===== src/rtl/deser8_collector.sv =====
`default_nettype none
// ============================================================================
// Module   : deser8_collector
// Brief    : Bit-serial to parallel collector with valid/ready word output and
//            registered all-ones / all-zeros flags.
// Revision : 1.0
// ============================================================================
module deser8_collector #(
    parameter int WIDTH     = 8,
    parameter int LSB_FIRST = 1,
    parameter int CNT_W     = 3
) (
    input  logic             clk,
    input  logic             rst,
    input  logic             clear,
    input  logic             bit_in,
    input  logic             bit_valid,
    output logic             bit_ready,
    output logic [WIDTH-1:0] word_out,
    output logic             word_valid,
    input  logic             word_ready,
    output logic             all_ones,
    output logic             all_zeros,
    output logic [CNT_W-1:0] bit_count
);

    typedef enum logic [0:0] {
        S_COLLECT = 1'b0,
        S_HOLD    = 1'b1
    } state_t;

    localparam logic [CNT_W-1:0] c_last = CNT_W'(WIDTH - 1);

    state_t           r_state;
    state_t           w_state_nxt;
    logic [WIDTH-1:0] r_word;
    logic [WIDTH-1:0] w_word_nxt;
    logic [CNT_W-1:0] r_cnt;
    logic             r_ones;
    logic             r_zeros;
    logic             w_accept;
    logic             w_last;

    assign w_accept = bit_valid && (r_state == S_COLLECT);
    assign w_last   = w_accept && (r_cnt == c_last);

    // LSB-first writes the bit at its final index; MSB-first shifts left so
    // the first bit received ends up in the top position.
    generate
        if (LSB_FIRST != 0) begin : g_lsb
            for (genvar k = 0; k < WIDTH; k++) begin : g_bit
                assign w_word_nxt[k] = (r_cnt == CNT_W'(k)) ? bit_in : r_word[k];
            end
        end else begin : g_msb
            assign w_word_nxt = {r_word[WIDTH-2:0], bit_in};
        end
    endgenerate

    always_ff @(posedge clk) begin
        if (rst) begin
            r_state <= S_COLLECT;
        end else begin
            r_state <= w_state_nxt;
        end
    end

    always_comb begin
        w_state_nxt = r_state;
        if (clear) begin
            w_state_nxt = S_COLLECT;
        end else begin
            case (r_state)
                S_COLLECT: if (w_last)     w_state_nxt = S_HOLD;
                S_HOLD:    if (word_ready) w_state_nxt = S_COLLECT;
                default:                   w_state_nxt = S_COLLECT;
            endcase
        end
    end

    // Flags only refresh on word completion so they stay tied to the held word.
    always_ff @(posedge clk) begin
        if (rst || clear) begin
            r_word  <= '0;
            r_cnt   <= '0;
            r_ones  <= 1'b0;
            r_zeros <= 1'b0;
        end else begin
            if (w_accept) begin
                r_word <= w_word_nxt;
                r_cnt  <= w_last ? '0 : r_cnt + CNT_W'(1);
            end
            if (w_last) begin
                r_ones  <= &w_word_nxt;
                r_zeros <= ~|w_word_nxt;
            end
        end
    end

    assign bit_ready  = (r_state == S_COLLECT);
    assign word_valid = (r_state == S_HOLD);
    assign word_out   = r_word;
    assign all_ones   = r_ones;
    assign all_zeros  = r_zeros;
    assign bit_count  = r_cnt;

endmodule
`default_nettype wire


===== config.mk =====
export PLATFORM = sky130hd
export DESIGN_NAME = deser8_collector
export DESIGN_NICKNAME = d
export VERILOG_FILES = /design/src/rtl/deser8_collector.sv
export SDC_FILE = /design/constraint.sdc
export NUM_CORES = 1
export LEC_CHECK = 0
export CAP_MARGIN = 5
export CORE_MARGIN = 2
export CORE_UTILIZATION = 45
export CTS_BUF_LIST = sky130_fd_sc_hd__clkbuf_4 sky130_fd_sc_hd__clkbuf_8
export DETAILED_ROUTE_END_ITERATION = 12
export PLACE_DENSITY = 0.74
export SYNTH_ARGS = -nofsm -noshare
export SYNTH_HDL_FRONTEND = slang
export SYNTH_SLANG_ARGS = --single-unit

===== constraint.sdc =====
create_clock -name clk -period 3.6 [get_ports clk]
set_clock_uncertainty 0.2 [all_clocks]
set_input_delay 0.54 -clock clk [delete_from_list [all_inputs] [get_ports clk]]
set_output_delay 0.54 -clock clk [all_outputs]
set_load 0.01 [all_outputs]

==> implementation parameters <==
Parameter                              Value

Outcome
  Result of the run    finished, final reports clean

Worst setup path
  Buffers and inverters on the worst path    1
  Max incr delay on CP    0.68 ns
  Classification of the worst setup path    flop to primary output
  Category of the worst setup path launch point    flop
  Endpoint of the worst register-to-register path    all_ones
  Kind of cell with the highest combined delay on the critical path    flip-flops
  Cell type of the slowest stage on the worst timing path    sky130_fd_sc_hd__dfxtp_1
  Reg2reg setup slack    ~1.5 ns
  Worst r2r src    bit_count[2]
  Data arrival, critical path    1.60 ns
  Path depth of the worst reg2reg path    5
  Largest fanout of any net on the critical path    17
  Element type at the critical path end    primary output
  List of cells traversed by the critical path    clkdlybuf4s50_1
  Critical path required time    around 2.9 ns

Final layout
  Post-route standard cell area excluding fillers    ~1100 um^2
  Number of antenna repair diodes    0
  Signed area change from the synthesized netlist to the final layout    29.1%
  Ratio of cells with drive above 1 in the final layout    ~8%
  Nets@finish    about 140

Detailed routing
  Starting DRC count in detailed routing    30
  Vias per cell    roughly 5.7
  Per-cell routed wire length    13.4 um
  Routed via count    ~850
  Remaining DRCs    0
  Post-DRT Antenna Nets    0
  Number of iterations in the first detailed-routing pass    4
  Final wirelength    between 2 and 2.5 mm

Timing
  Final worst path period need    2.34 ns
  Worst slew margin relative to its limit    between 60% and 70%
  Portion of the clock cycle consumed by the worst path in the final layout    64.9%
  Minimum hold slack    around 0.27 ns
  Max-slew violation count    0
  Pin slew with the least headroom to its limit    around 0.55 ns
  Endpoints failing hold    0
  Upper clock frequency limit    between 0.4 and 0.5 GHz
  Setup repair after global routing missed its margin    false
  Setup violation total in the final timing report    0
  Worst Setup Slack, final    1.26 ns
  Post-route setup TNS    0 ns

Yosys
  Register area share after synthesis    about a third
  Post-synthesis area per instance    slightly below 8 um^2
  EDFF count, synth    0
  Total of flip-flops plus latches after synthesis    14
  XOR/XNOR share of the synthesized area    0%
  Proportion of synthesized area in mux cells    ~3.5%
  Adder and majority cell fraction of the synthesized area    between 8 and 9%
  Share of flip-flops with an asynchronous set or reset    0%
  Simple logic cell fraction of the synthesized area    a little under a third
  Distinct cell type count of the synthesized netlist    33
  Synth Cell Area    about 850 um^2
  Post-Synthesis Cells    107
  Synthesized netlist net count    ~120
  Dominant combinational cell family by area after synthesis    simple AND/OR/NAND/NOR gates
  Post-synthesis compound-gate area fraction    between 10% and 20%
  Dominant register cell in the synthesized netlist    sky130_fd_sc_hd__dfxtp_1
  Synth warn    0

Die
  Die Span Y    47.4 um
  Ports    21
  Row count    15
  Initial Util    between 40% and 50%
  Horizontal extent of the die    between 40 and 50 um
  Total Die Area    between 2000 and 2500 um^2
  Placeable Area    ~1700 um^2

CTS
  Post-CTS Repair Setup Buffers    0
  Clock Pin Slew Worst Setup and Hold Paths    0.10 ns
  Worst-Skew Late Latency    0.28 ns
  Root Buffer Master    sky130_fd_sc_hd__clkbuf_4
  Clock tree from TritonCTS    built
  Maximum level of the CTS H-tree    1
  Hold buffers post-CTS    0
  TritonCTS buffer count    3
  Cts repair resizes    0
  Clock Sinks    14
  Max clock buf depth    2

Place
  Number of buffers added on ports    20
  Worst setup slack before clock tree synthesis    1.34 ns
  Post-detailed-placement cell area    ~1100 um^2
  Placer Congestion    roughly 0.86
  Post-detail-place hpwl    1.41 mm

GRT
  Number of antenna violations at the first check in global routing    0
  GR Util All Layers    about a fifth
  Global-route wire length before repair    about 3.3 mm
  Largest net degree at the start of global routing    18
  Global-route congestion overflow total    0
  Via count of the first global-routing pass    778

Power
  Total power divided by cell area    roughly 280 nW/um^2
  PnR Total Power    0.309 mW
  Worst-case vdd ir drop    between 0.2 and 0.25 mV
  Pleak    about 0.39 nW

Hold path
  Sink of the worst hold path    word_out[7]
  Class of the worst hold path    flop to flop
  Worst Hold Depth    2
  Launch instance of the worst min-delay path    word_out[7]

Job
  Max capacitance violation total    0
-- cells in the final DEF (no fill, tap or decap), drive strengths merged --
cell / count
o2111a: 1
o211ai: 1
a21oi: 10
ha: 6
mux2i: 3
nand4: 3
o31a: 1
clkdlybuf4s50: 20
o21ai: 8
or4b: 1
nand3b: 2
a221oi: 1
a2bb2oi: 1
buf: 1
a211oi: 1
clkbuf: 4
nand4b: 2
inv: 6
nand2: 11
nand2b: 3
nor3: 5
o31ai: 1
nor3b: 1
nor4b: 1
nor2b: 1
nand3: 6
dfxtp: 14
or2: 1
nor2: 9
-- logic make-up after synthesis --
kind of cell	count (synthesis)
compound gates	25
fa+ha+maj	6
buf+inv	13
flops	14
mux	3
simple gates	46
-- area by class of cell --
class                           instances  area [um^2]
Fill cell                             166          651
Multi-Input combinational cell         80          517
Sequential cell                        14          280
Timing Repair Buffer                   21          208
Clock buffer                            4         36.3
Tap cell                               25         31.3
Inverter                                6         22.5
-- stage by stage --
stage | instances | util [%]
after floorplan | 107 | -
after global routing | 150 | 62.7
after detailed placement | 146 | 60.6
after CTS | 150 | 62.7
final | 150 | 62.7
after global placement | 146 | 60.6
-- flip-flops by register name, summed over array words and instances, names as in the netlist --
signal and cells:
all_ones 1, word_out 8, word_valid 1, bit_count 3
all_zeros 1
-- worst max path at each step --
stage,start,endpoint,cells past startpoint
after floorplan,bit_count[0],all_ones,6
after global placement,bit_in,all_ones,5
after detailed placement,clear,all_ones,5
after CTS,bit_count[2],bit_count[2],1
after global routing,bit_count[2],bit_count[2],1
final,bit_count[2],bit_count[2],1
-- report_power, final --
part           internal, mW  switching, mW  total [mW]  leakage (nW)
Combinational        0.0160         0.0186      0.0346         0.255
Sequential            0.156        0.00205       0.158         0.113
Clock                0.0615         0.0549       0.116        0.0210
Total                 0.234         0.0755       0.309         0.389
-- worst register-to-register path, delay by kind of cell (launching register included) --
kind / cells / cell delay (ns)
flops: 1 / 0.68
fa+ha+maj: 1 / 0.38
compound gates: 1 / 0.13
simple gates: 3 / 0.69
-- synth_stat cells (2+ instances only) --
cell | number | share of area, %
sky130_fd_sc_hd__dfxtp_1 | 14 | 33
sky130_fd_sc_hd__a21oi_1 | 10 | 5.9
sky130_fd_sc_hd__nand2_1 | 10 | 4.4
sky130_fd_sc_hd__nor2_1 | 8 | 3.5
sky130_fd_sc_hd__o21ai_0 | 7 | 4.1
sky130_fd_sc_hd__ha_1 | 6 | 8.8
sky130_fd_sc_hd__inv_1 | 6 | 2.7
sky130_fd_sc_hd__nand3_1 | 6 | 3.5
sky130_fd_sc_hd__clkbuf_1 | 5 | 2.2
sky130_fd_sc_hd__nor3_1 | 5 | 2.9
sky130_fd_sc_hd__mux2i_1 | 3 | 3.5
sky130_fd_sc_hd__nand4_1 | 3 | 2.2
sky130_fd_sc_hd__buf_2 | 2 | 1.2
sky130_fd_sc_hd__nand2b_1 | 2 | 1.5
sky130_fd_sc_hd__nand4b_1 | 2 | 2.1
-- routing by layer --
metal  up-vias  GRT usage [%]  share of wire (%)
li1        415              -                  -
met1       398           27.5                 47
met2        30           34.1                 46
met3         5           2.26                5.4
met4         0           8.33                1.6
met5         -              0                  0
Power figures use the tool's default switching activity.
